File: src/rtl/cart_load_if.sv
// rtl/cart_load_if.sv - hps_io download, ROM dpram port A and core-control bundle for cart_load_ctrl
interface cart_load_if #(
  parameter int ADDR_W = 15
);
  logic              ioctl_download;
  logic              ioctl_wr;
  logic [24:0]       ioctl_addr;
  logic [7:0]        ioctl_dout;
  logic [23:0]       file_ext;
  logic [1:0]        sc_mode;
  logic              ext_tag_s;
  logic [ADDR_W-1:0] mem_addr;
  logic [7:0]        mem_din;
  logic              mem_we;
  logic [7:0]        mem_q;
  logic              core_reset;
  logic [ADDR_W+1:0] rom_size;
  logic [3:0]        force_bs;
  logic              sc;
  logic              busy;
  logic              overflow;

  modport master (
    output ioctl_download, ioctl_wr, ioctl_addr, ioctl_dout, file_ext, sc_mode, ext_tag_s, mem_q,
    input  mem_addr, mem_din, mem_we, core_reset, rom_size, force_bs, sc, busy, overflow
  );

  modport slave (
    input  ioctl_download, ioctl_wr, ioctl_addr, ioctl_dout, file_ext, sc_mode, ext_tag_s, mem_q,
    output mem_addr, mem_din, mem_we, core_reset, rom_size, force_bs, sc, busy, overflow
  );
endinterface

File: src/rtl/cart_load_ctrl.sv
// rtl/cart_load_ctrl.sv - cartridge download sequencer with ROM mirroring and core reset hold
// Optional CART_CHECKSUM_EN adds a 16-bit sum of accepted download bytes.
module cart_load_ctrl #(
  parameter int ADDR_W   = 15,
  parameter int HOLD_CYC = 16
) (
  input  logic        clk_sys,
  input  logic        reset,
`ifdef CART_CHECKSUM_EN
  output logic [15:0] checksum,
`endif
  cart_load_if.slave  bus
);
  typedef enum logic [2:0] {HOLD, IDLE, LOAD, MIR_RD, MIR_WAIT, MIR_WR} state_t;

  localparam int CW = $clog2(HOLD_CYC + 1);
  localparam int SW = ADDR_W + 2;
  localparam logic [CW-1:0]     HOLD_INIT = CW'(HOLD_CYC);
  localparam logic [CW-1:0]     CNT_ONE   = CW'(1);
  localparam logic [SW-1:0]     SIZE_ONE  = SW'(1);
  localparam logic [ADDR_W-1:0] A_ONE     = ADDR_W'(1);
  localparam logic [SW-1:0]     ROM_BYTES = {2'b01, {ADDR_W{1'b0}}};

  state_t            state, next_state;
  logic              dl_prev, end_pend;
  logic [CW-1:0]     hold_cnt;
  logic [ADDR_W-1:0] a, p_mask;
  logic [ADDR_W-1:0] mem_addr;
  logic [7:0]        mem_din;
  logic              mem_we;
  logic [SW-1:0]     rom_size;
  logic [3:0]        force_bs, bs_code;
  logic              sc, sc_code, overflow;
  logic              rise, fall, in_rom, wr_ok, load_done, no_mirror, a_lt_p;
  logic [SW-1:0]     addr_p1;
  logic [ADDR_W-1:0] size_m;

  // P-1 for the smallest power of two P >= s
  function automatic logic [ADDR_W-1:0] size_mask(input logic [SW-1:0] s);
    logic [ADDR_W-1:0] m;
    m = '0;
    for (int i = 0; i < ADDR_W; i++)
      if (({2'b00, m} + SIZE_ONE) < s) m = (m << 1) | A_ONE;
    return m;
  endfunction

  assign rise      = bus.ioctl_download & ~dl_prev;
  assign fall      = ~bus.ioctl_download & dl_prev;
  assign in_rom    = (bus.ioctl_addr[24:ADDR_W] == '0);
  assign wr_ok     = (state == LOAD) && bus.ioctl_wr && !end_pend;
  // A write coinciding with the falling edge keeps LOAD one more cycle so it lands first
  assign load_done = (fall && !bus.ioctl_wr) || end_pend;
  assign no_mirror = (rom_size == '0) || (rom_size == ROM_BYTES);
  assign addr_p1   = {2'b00, bus.ioctl_addr[ADDR_W-1:0]} + SIZE_ONE;
  assign size_m    = size_mask(rom_size);
  assign a_lt_p    = ((a & ~p_mask) == '0);

  always_comb begin
    bs_code = 4'd0;
    case (bus.file_ext)
      ".F8":   bs_code = 4'd1;
      ".F6":   bs_code = 4'd2;
      ".FE":   bs_code = 4'd3;
      ".E0":   bs_code = 4'd4;
      ".3F":   bs_code = 4'd5;
      ".F4":   bs_code = 4'd6;
      ".P2":   bs_code = 4'd7;
      ".FA":   bs_code = 4'd8;
      ".CV":   bs_code = 4'd9;
      default: bs_code = 4'd0;
    endcase
  end

  always_comb begin
    sc_code = 1'b0;
    case (bus.sc_mode)
      2'd0:    sc_code = bus.ext_tag_s;
      2'd1:    sc_code = 1'b0;
      default: sc_code = 1'b1;
    endcase
  end

  always_ff @(posedge clk_sys or posedge reset) begin
    if (reset) state <= HOLD;
    else       state <= next_state;
  end

  always_comb begin
    next_state = state;
    if (rise) begin
      next_state = LOAD;
    end else begin
      case (state)
        HOLD:     if (hold_cnt <= CNT_ONE) next_state = IDLE;
        IDLE:     next_state = IDLE;
        LOAD:     if (load_done) next_state = no_mirror ? HOLD : MIR_RD;
        MIR_RD:   next_state = MIR_WAIT;
        MIR_WAIT: next_state = MIR_WR;
        MIR_WR:   next_state = (&a) ? HOLD : MIR_RD;
        default:  next_state = HOLD;
      endcase
    end
  end

  always_ff @(posedge clk_sys or posedge reset) begin
    if (reset) begin
      dl_prev  <= 1'b0;
      end_pend <= 1'b0;
      hold_cnt <= HOLD_INIT;
      a        <= '0;
      p_mask   <= '0;
      mem_addr <= '0;
      mem_din  <= '0;
      mem_we   <= 1'b0;
      rom_size <= '0;
      force_bs <= '0;
      sc       <= 1'b0;
      overflow <= 1'b0;
    end else begin
      dl_prev <= bus.ioctl_download;
      mem_we  <= 1'b0;
      if (next_state == HOLD && state != HOLD) hold_cnt <= HOLD_INIT;
      else if (state == HOLD && hold_cnt != '0) hold_cnt <= hold_cnt - CNT_ONE;

      if (rise) begin
        end_pend <= 1'b0;
        rom_size <= '0;
        overflow <= 1'b0;
        force_bs <= bs_code;
        sc       <= sc_code;
      end else begin
        case (state)
          LOAD: begin
            if (wr_ok) begin
              if (in_rom) begin
                mem_we   <= 1'b1;
                mem_addr <= bus.ioctl_addr[ADDR_W-1:0];
                mem_din  <= bus.ioctl_dout;
                if (addr_p1 > rom_size) rom_size <= addr_p1;
              end else begin
                overflow <= 1'b1;
                rom_size <= ROM_BYTES;
              end
            end
            if (fall && bus.ioctl_wr) end_pend <= 1'b1;
            if (load_done) begin
              end_pend <= 1'b0;
              a        <= rom_size[ADDR_W-1:0];
              p_mask   <= size_m;
              mem_addr <= rom_size[ADDR_W-1:0] & size_m;
            end
          end
          MIR_WAIT: begin
            mem_addr <= a;
            mem_din  <= a_lt_p ? 8'hFF : bus.mem_q;
            mem_we   <= 1'b1;
          end
          MIR_WR: begin
            a        <= a + A_ONE;
            mem_addr <= (a + A_ONE) & p_mask;
          end
          default: ;
        endcase
      end
    end
  end

`ifdef CART_CHECKSUM_EN
  always_ff @(posedge clk_sys or posedge reset) begin
    if (reset)                checksum <= '0;
    else if (rise)            checksum <= '0;
    else if (wr_ok && in_rom) checksum <= checksum + {8'h00, bus.ioctl_dout};
  end
`endif

  assign bus.mem_addr   = mem_addr;
  assign bus.mem_din    = mem_din;
  assign bus.mem_we     = mem_we;
  assign bus.core_reset = (state != IDLE);
  assign bus.busy       = (state == LOAD) || (state == MIR_RD) || (state == MIR_WAIT) || (state == MIR_WR);
  assign bus.rom_size   = rom_size;
  assign bus.force_bs   = force_bs;
  assign bus.sc         = sc;
  assign bus.overflow   = overflow;
endmodule

File: src/flat_wrapper.sv
// flat-port wrapper written by rule: the top's interface ports become plain ports
module cart_load_ctrl_flat 
#(
  parameter int ADDR_W   = 15,
  parameter int HOLD_CYC = 16
)
  (clk_sys, reset, bus_ioctl_download, bus_ioctl_wr, bus_ioctl_addr, bus_ioctl_dout, bus_file_ext, bus_sc_mode, bus_ext_tag_s, bus_mem_q, bus_mem_addr, bus_mem_din, bus_mem_we, bus_core_reset, bus_rom_size, bus_force_bs, bus_sc, bus_busy, bus_overflow);
  cart_load_if #(.ADDR_W(ADDR_W)) bus_i ();
  input  logic clk_sys;
  input  logic reset;
  input wire logic [$bits(bus_i.ioctl_download)-1:0] bus_ioctl_download;
  input wire logic [$bits(bus_i.ioctl_wr)-1:0] bus_ioctl_wr;
  input wire logic [$bits(bus_i.ioctl_addr)-1:0] bus_ioctl_addr;
  input wire logic [$bits(bus_i.ioctl_dout)-1:0] bus_ioctl_dout;
  input wire logic [$bits(bus_i.file_ext)-1:0] bus_file_ext;
  input wire logic [$bits(bus_i.sc_mode)-1:0] bus_sc_mode;
  input wire logic [$bits(bus_i.ext_tag_s)-1:0] bus_ext_tag_s;
  input wire logic [$bits(bus_i.mem_q)-1:0] bus_mem_q;
  output wire logic [$bits(bus_i.mem_addr)-1:0] bus_mem_addr;
  output wire logic [$bits(bus_i.mem_din)-1:0] bus_mem_din;
  output wire logic [$bits(bus_i.mem_we)-1:0] bus_mem_we;
  output wire logic [$bits(bus_i.core_reset)-1:0] bus_core_reset;
  output wire logic [$bits(bus_i.rom_size)-1:0] bus_rom_size;
  output wire logic [$bits(bus_i.force_bs)-1:0] bus_force_bs;
  output wire logic [$bits(bus_i.sc)-1:0] bus_sc;
  output wire logic [$bits(bus_i.busy)-1:0] bus_busy;
  output wire logic [$bits(bus_i.overflow)-1:0] bus_overflow;
  assign bus_i.ioctl_download = bus_ioctl_download;
  assign bus_i.ioctl_wr = bus_ioctl_wr;
  assign bus_i.ioctl_addr = bus_ioctl_addr;
  assign bus_i.ioctl_dout = bus_ioctl_dout;
  assign bus_i.file_ext = bus_file_ext;
  assign bus_i.sc_mode = bus_sc_mode;
  assign bus_i.ext_tag_s = bus_ext_tag_s;
  assign bus_i.mem_q = bus_mem_q;
  assign bus_mem_addr = bus_i.mem_addr;
  assign bus_mem_din = bus_i.mem_din;
  assign bus_mem_we = bus_i.mem_we;
  assign bus_core_reset = bus_i.core_reset;
  assign bus_rom_size = bus_i.rom_size;
  assign bus_force_bs = bus_i.force_bs;
  assign bus_sc = bus_i.sc;
  assign bus_busy = bus_i.busy;
  assign bus_overflow = bus_i.overflow;
  cart_load_ctrl #(.ADDR_W(ADDR_W), .HOLD_CYC(HOLD_CYC)) u_core (.clk_sys(clk_sys), .reset(reset), .bus(bus_i));
endmodule
File: config.mk
export PLATFORM = sky130hd
export DESIGN_NAME = cart_load_ctrl_flat
export DESIGN_NICKNAME = d
export VERILOG_FILES = /design/src/rtl/cart_load_if.sv /design/src/rtl/cart_load_ctrl.sv /design/src/flat_wrapper.sv
export SDC_FILE = /design/constraint.sdc
export NUM_CORES = 1
export LEC_CHECK = 0
export ABC_AREA = 1
export CAP_MARGIN = 20
export CORE_ASPECT_RATIO = 0.75
export CORE_MARGIN = 4
export CORE_UTILIZATION = 59
export CTS_BUF_LIST = sky130_fd_sc_hd__clkbuf_16
export DETAILED_ROUTE_END_ITERATION = 16
export GPL_TIMING_DRIVEN = 0
export PLACE_DENSITY = 0.88
export SYNTH_ARGS = -nofsm -noshare
export SYNTH_HDL_FRONTEND = slang
export SYNTH_SLANG_ARGS = --single-unit
File: constraint.sdc
create_clock -name clk_sys -period 32.3 [get_ports clk_sys]
set_clock_uncertainty 0.15 [all_clocks]
set_input_delay 4.845 -clock clk_sys [delete_from_list [all_inputs] [get_ports clk_sys]]
set_output_delay 4.845 -clock clk_sys [all_outputs]
set_load 0.01 [all_outputs]
# After elaboration in Yosys (flattened, before gate mapping)
# Index checks and enable logic that the tools add are counted.
word_totals:
  register_bits: 87
  output_inout_bits: 49
op_classes:
  bitwise_logic: 9
  reduce_logical: 36
  n_mux: 52
  addsub: 17
  n_lt_le_gt_ge: 17
  n_eq_ne: 24
op_table:
  columns: ["op", "n"]
  rows:
  - ["two-way mux 15 bit", 18]
  - ["less-than comparator 17 bit", 14]
  - ["adder 15 x 1 -> 16 bit (second input constant)", 14]
  - ["== test 24 x 22 -> 1 bit (second input constant)", 9]
  - ["two-way mux 17 bit", 5]
  - ["AND 15 bit", 3]
  - ["one-hot mux 15 bit (3 select lines)", 1]
  - ["one-hot mux 4 bit (9 select lines)", 1]
  - ["one-hot mux 15 bit (2 select lines)", 1]
  - ["two-way mux 8 bit", 3]
  - ["one-hot mux 3 bit (6 select lines)", 1]
  - ["== test 17 x 16 -> 1 bit (second input constant)", 1]
  - ["greater-than comparator 17 bit", 1]
  - ["logical NOT 17 bit", 1]
  - ["less-than comparator 1 x 17 -> 1 bit (first input constant)", 1]
  - ["one-hot mux 8 bit (2 select lines)", 1]
  - ["adder 15 x 1 -> 15 bit (second input constant)", 1]
  - ["logical NOT 15 bit", 1]
  - ["NOT 15 bit", 1]
  - ["AND reduction 15 bit", 1]
  - ["two-way mux 1 bit", 12]
  - ["AND reduction 3 bit", 4]
  - ["logical NOT 10 bit", 1]
  - ["two-way mux 5 bit", 2]
  - ["25 further kinds", 57]

# Depth between registers and ports, before layout
depth:
  depth_word: 47
  depth_mapped: 207
  ltp_nobuf: 199

# Worst setup path after synthesis
# OpenSTA, ideal clock, no wires.
synth_timing:
  kind: "register to register"
  start: "register u_core.rom_size[15], in the netlist u_core.bus.rom_size[15]"
  end: "register u_core.mem_addr[12], in the netlist u_core.bus.mem_addr[12]"
  n_path_buf: 9
  period_less_slack_ps: 25217
  setup_ps: 128
  setup_slack_ps: 7083
  path_stages_with_launch: 196
  arrival_time_ps: 24939
  t_required_ps: 32022
  cell_sequence: "dfrtp_1 nor2_2 nand2_4 nor2_8 inv_1 nor3_1 inv_1 nor2_1 inv_1 ha_1 a21oi_1 nor3_1 inv_1 ha_1 ha_1 nand2_1 inv_1 nand2_1 [... 160 more ...] o21ai_0 inv_1 ha_1 nor3b_4 nand2_2 xor2_1 ha_1 nand2_1 nor3_1 nor4b_1 nand2_2 nand2_2 buf_6 nand2_1 nand3_1 nand2_1 nand2_1 a21oi_1"
synth_between:
  elab_chain_len: 47
synth_lines:
  columns: ["item", "line", "source"]
  rows:
  - ["start, declared", "cart_load_ctrl.sv:31", "logic [SW-1:0] rom_size;"]
  - ["start signal, assigned", "cart_load_ctrl.sv:139", "if (addr_p1 > rom_size) rom_size <= addr_p1;"]
  - ["less-than comparator 1 x 17 -> 1 bit", "cart_load_ctrl.sv:43", "if (({2'b00, m} + SIZE_ONE) < s) m = (m << 1) | A_ONE;"]
  - ["two-way mux 1 bit", "cart_load_ctrl.sv:43", null]
  - ["adder 1 x 1 -> 2 bit", "cart_load_ctrl.sv:43", null]
  - ["less-than comparator 17 bit", "cart_load_ctrl.sv:43", null]
  - ["two-way mux 15 bit", "cart_load_ctrl.sv:43", null]
  - ["adder 15 x 1 -> 16 bit", "cart_load_ctrl.sv:43", null]
  - ["less-than comparator 17 bit", "cart_load_ctrl.sv:43", null]
  - ["two-way mux 15 bit", "cart_load_ctrl.sv:43", null]
  - ["[... 31 more ...]", null, null]
  - ["less-than comparator 17 bit", "cart_load_ctrl.sv:43", null]
  - ["two-way mux 15 bit", "cart_load_ctrl.sv:43", null]
  - ["adder 15 x 1 -> 16 bit", "cart_load_ctrl.sv:43", null]
  - ["less-than comparator 17 bit", "cart_load_ctrl.sv:43", null]
  - ["two-way mux 15 bit *", "cart_load_ctrl.sv:43", null]
  - ["AND 15 bit *", "cart_load_ctrl.sv:150", "mem_addr <= rom_size[ADDR_W-1:0] & size_m;"]
  - ["two-way mux 15 bit *", "cart_load_ctrl.sv:146", "if (load_done) begin"]
  - ["one-hot mux 15 bit (3 select lines) *", "cart_load_ctrl.sv:132", "case (state)"]
  - ["end signal, assigned", "cart_load_ctrl.sv:137", "mem_addr <= bus.ioctl_addr[ADDR_W-1:0];"]
  - ["end signal, assigned", "cart_load_ctrl.sv:150", null]
  - ["end signal, assigned", "cart_load_ctrl.sv:160", "mem_addr <= (a + A_ONE) & p_mask;"]
  - ["end, declared", "cart_load_ctrl.sv:28", "logic [ADDR_W-1:0] mem_addr;"]
# Mark *: on every way between the ends. The rest lies on a longest branch, timed or not.
# A chain may end at the register's enable or synchronous reset.

# Final worst setup path
layout_timing:
  start: "register u_core.rom_size[12], in the netlist u_core.bus.rom_size[12]"
  end: "register u_core.mem_addr[10], in the netlist u_core.bus.mem_addr[10]"
# The elaborated chain is that of the path after synthesis.

==> qor.txt <==
Total CTS buffers - 9
Average wire length per cell after detail routing - 17.1 um
Area Overhead vs Synth - 16.8%
Pins over their slew limit - 0
Average cell area after synthesis - 6.55 um2
Leading post-synthesis cells by instance count - nand2_1, inv_1, nor2_1
RePlAce Congestion - 1.01
Layout net count - 2069
Area fraction in and, or, nand and nor cells after synthesis - 28.6%
Total core area - 18600 um2
Number of placed instances, taps included - 2092
Max stage delay on crit path - 0.50 ns
Number of buffers on the longest clock path - 2
Post-CTS Hold Fix Bufs - 0
Pin count of the biggest net entering global routing - 62
Arr. time, crit path - 29.82 ns
Count of endpoints failing setup in the final report - 0
Synthesized net count - 1936
Slew HR - 22.9%
Die Outline Area - 21400 um2
Most used DFF post-synth - dfrtp_1
Cell types with the largest area share after synthesis - dfrtp_1, ha_1, nand2_1
Fin Setup TNS - 0 ns
Final setup slack of the worst path - 2.57 ns
Post-synth EDFFs - 0
Highest clock rate - 33.6 MHz
Min Clock Period, post-route - 29.73 ns
Site row count - 43
Sum of routed wire length over all layers - 36.1 mm
Slowest stage cell on the critical path - dfrtp_1
Detail Route Antenna Nets - 0
Fraction of synthesized area in multiplexers - 0%
Cell at the root of the clock tree - clkbuf_16
Pre-Repair DR Iteration Count - 6
Clock tree from TritonCTS - done
Vias - 12583
DRC - 0
Hold violation total from the final report - 0
Warning count from the yosys run - 0
Vias in the first global route - 11716
Area fraction in compound gates after synthesis - 20.2%
Post-synth top area share - 18.8%
Final cycle utilization of the critical path - 92.0%
Kind of end point of the critical path - flip-flop
Crit Path Class - flip-flop to flip-flop
Fin cells - 2109
Horizontal extent of the die - 168 um
Setup slack at placement - 2.48 ns
Hold Crit Depth - 1
Xor and xnor area share after synthesis - 4.42%
Clock latency reported for the late side of the worst-skew pair - 0.35 ns
Startpoint types - flip-flop
First-pass GRT wire length - 57.3 mm
Ports placed on the boundary - 121
Height of the chip - 128 um
Combinational family with the most area after synthesis - simple AND/OR/NAND/NOR gates
Number of clock sinks seen by CTS - 86
Most used standard cell by instance count after synthesis - nand2_1
Async set-reset flop share out of synthesis - 100%
Number of antenna diodes - 0
RSZ-0062 raised after global routing - false
Length in cells of the worst reg-to-reg path - 197
Overall overflow remaining after global route - 0
Synth unique cells - 58
Outcome - complete, no violations
Highest net fanout along the worst path - 10
Aggregate global-route resource usage - 32.6%
Post-detail-place hpwl - 28.1 mm
Worst-path clk slew - 0.08 ns
Number of buffer cells added on primary ports - 119
Adder-cell share of the synthesized area - 15.5%
Worst Path Required - 32.39 ns
Effective utilization at floorplan - 60.6%
DRC marker count from the first detailed-route iteration - 1558
Kind of path behind the tightest hold check - flip-flop to flip-flop
Via density - 5.97
Post-synthesis instance total - 1724
Cell taking the most area after synthesis - dfrtp_1
Placed Area - 12800 um2
Syn Std Cell Area - 11300 um2
Antenna violations before repair - 0
Final Cell Area - 13200 um2
Number of flip-flops and latches in the synthesized netlist - 86
Worst Tran Pin Value - 1.15 ns
Count of H-tree levels built during CTS - 3
Source of the worst register-to-register timing path - u_core.bus.rom_size[12]
Fraction of final layout cells sized beyond drive strength 1 - 8.00%
Most prevalent standard cell on the critical path - nand2_1
Critical Path Start - u_core.bus.rom_size[12]
Register area share after synthesis - 19.1%
Min-delay src - u_core.bus.force_bs[3]
Max-capacitance violation count - 0
-- cell families after synthesis --
group / Yosys count
simple gates: 721
compound gates: 379
buf+inv: 340
fa+ha+maj: 140
flops: 86
xor+xnor: 57
other cells: 1
-- stage by stage --
stage | hold WS (ns) | util [%]
CTS | 0.335 | 70.5
detailed placement | 0.319 | 68.9
global route | 0.366 | 70.8
floorplan | 0.313 | -
global placement | 0.313 | 68.7
finish | 0.334 | 70.8
-- critical path: cells and delay by family, from the launching register on --
family	cells	cell delay (ns)
AND/OR/NAND/NOR	84	10.60
adder cells (fa/ha/maj)	27	7.18
AO/OA/AOI/OAI	35	5.25
buffers and inverters	39	3.92
XOR/XNOR	12	1.96
flip-flops	1	0.50
-- layer usage --
metal | wire [um] | share of wire [%] | global-route usage, % | vias up
met5 | 0 | 0 | 0 | -
li1 | - | - | - | 6020
met3 | 3580 | 9.9 | 6.32 | 113
met1 | 16000 | 44 | 46.2 | 5766
met2 | 15300 | 42 | 49.5 | 684
met4 | 1270 | 3.5 | 12.1 | 0
-- cell type report --
type | instances | area [um2]
well taps | 247 | 309
clock inverters | 7 | 76.3
fillers | 1587 | 5440
multi-input cells | 1298 | 7800
repair buffers | 122 | 1230
flip-flops and latches | 86 | 2150
plain buffers | 39 | 240
clock buffers | 9 | 225
inverters | 301 | 1140
-- final timing paths --
check | slack (ns) | endpoint
worst max-delay path | 2.57 | u_core.bus.mem_addr[10]
worst min-delay path | 0.33 | u_core.bus.force_bs[3]
worst max register to register | 2.57 | u_core.bus.mem_addr[10]
worst min register to register | 0.33 | u_core.bus.force_bs[3]
max in group asynchronous | 26.69 | u_core.bus.mem_addr[11]
min in group asynchronous | 4.67 | u_core.bus.mem_din[5]
-- timing repair --
action / in CTS / in global routing
setup buffers: 0 / 0
setup endpoints to repair: 0 / 30
gates resized for setup: 0 / 11
-- flip-flops by register name, indices dropped and copies added, names as in the netlist --
register             count
u_core.bus.rom_size     16
u_core.a                15
u_core.bus.mem_addr     15
u_core.p_mask           15
u_core.bus.mem_din       8
u_core.hold_cnt          5
u_core.bus.force_bs      4
u_core.state             3
u_core.bus.mem_we        1
u_core.bus.overflow      1
u_core.bus.sc            1
u_core.dl_prev           1
u_core.end_pend          1
-- placed cells by master (no fill, tap or decap), drive strengths merged, types with 16 or more instances in the layout --
master         synthesis  routed
a21oi                140     140
buf                   19      21
clkbuf                20      30
clkdlybuf4s50          0     119
dfrtp                 85      85
ha                   140     140
inv                  298     300
nand2                356     356
nand3                 89      89
nand4                 16      16
nor2                 192     192
nor3                  34      34
nor4                  22      22
o21ai                138     138
o22ai                 30      30
xor2                  51      51
Power is not shown: default switching activity piles up to over one toggle a cycle in this logic, so the estimate is an artifact.
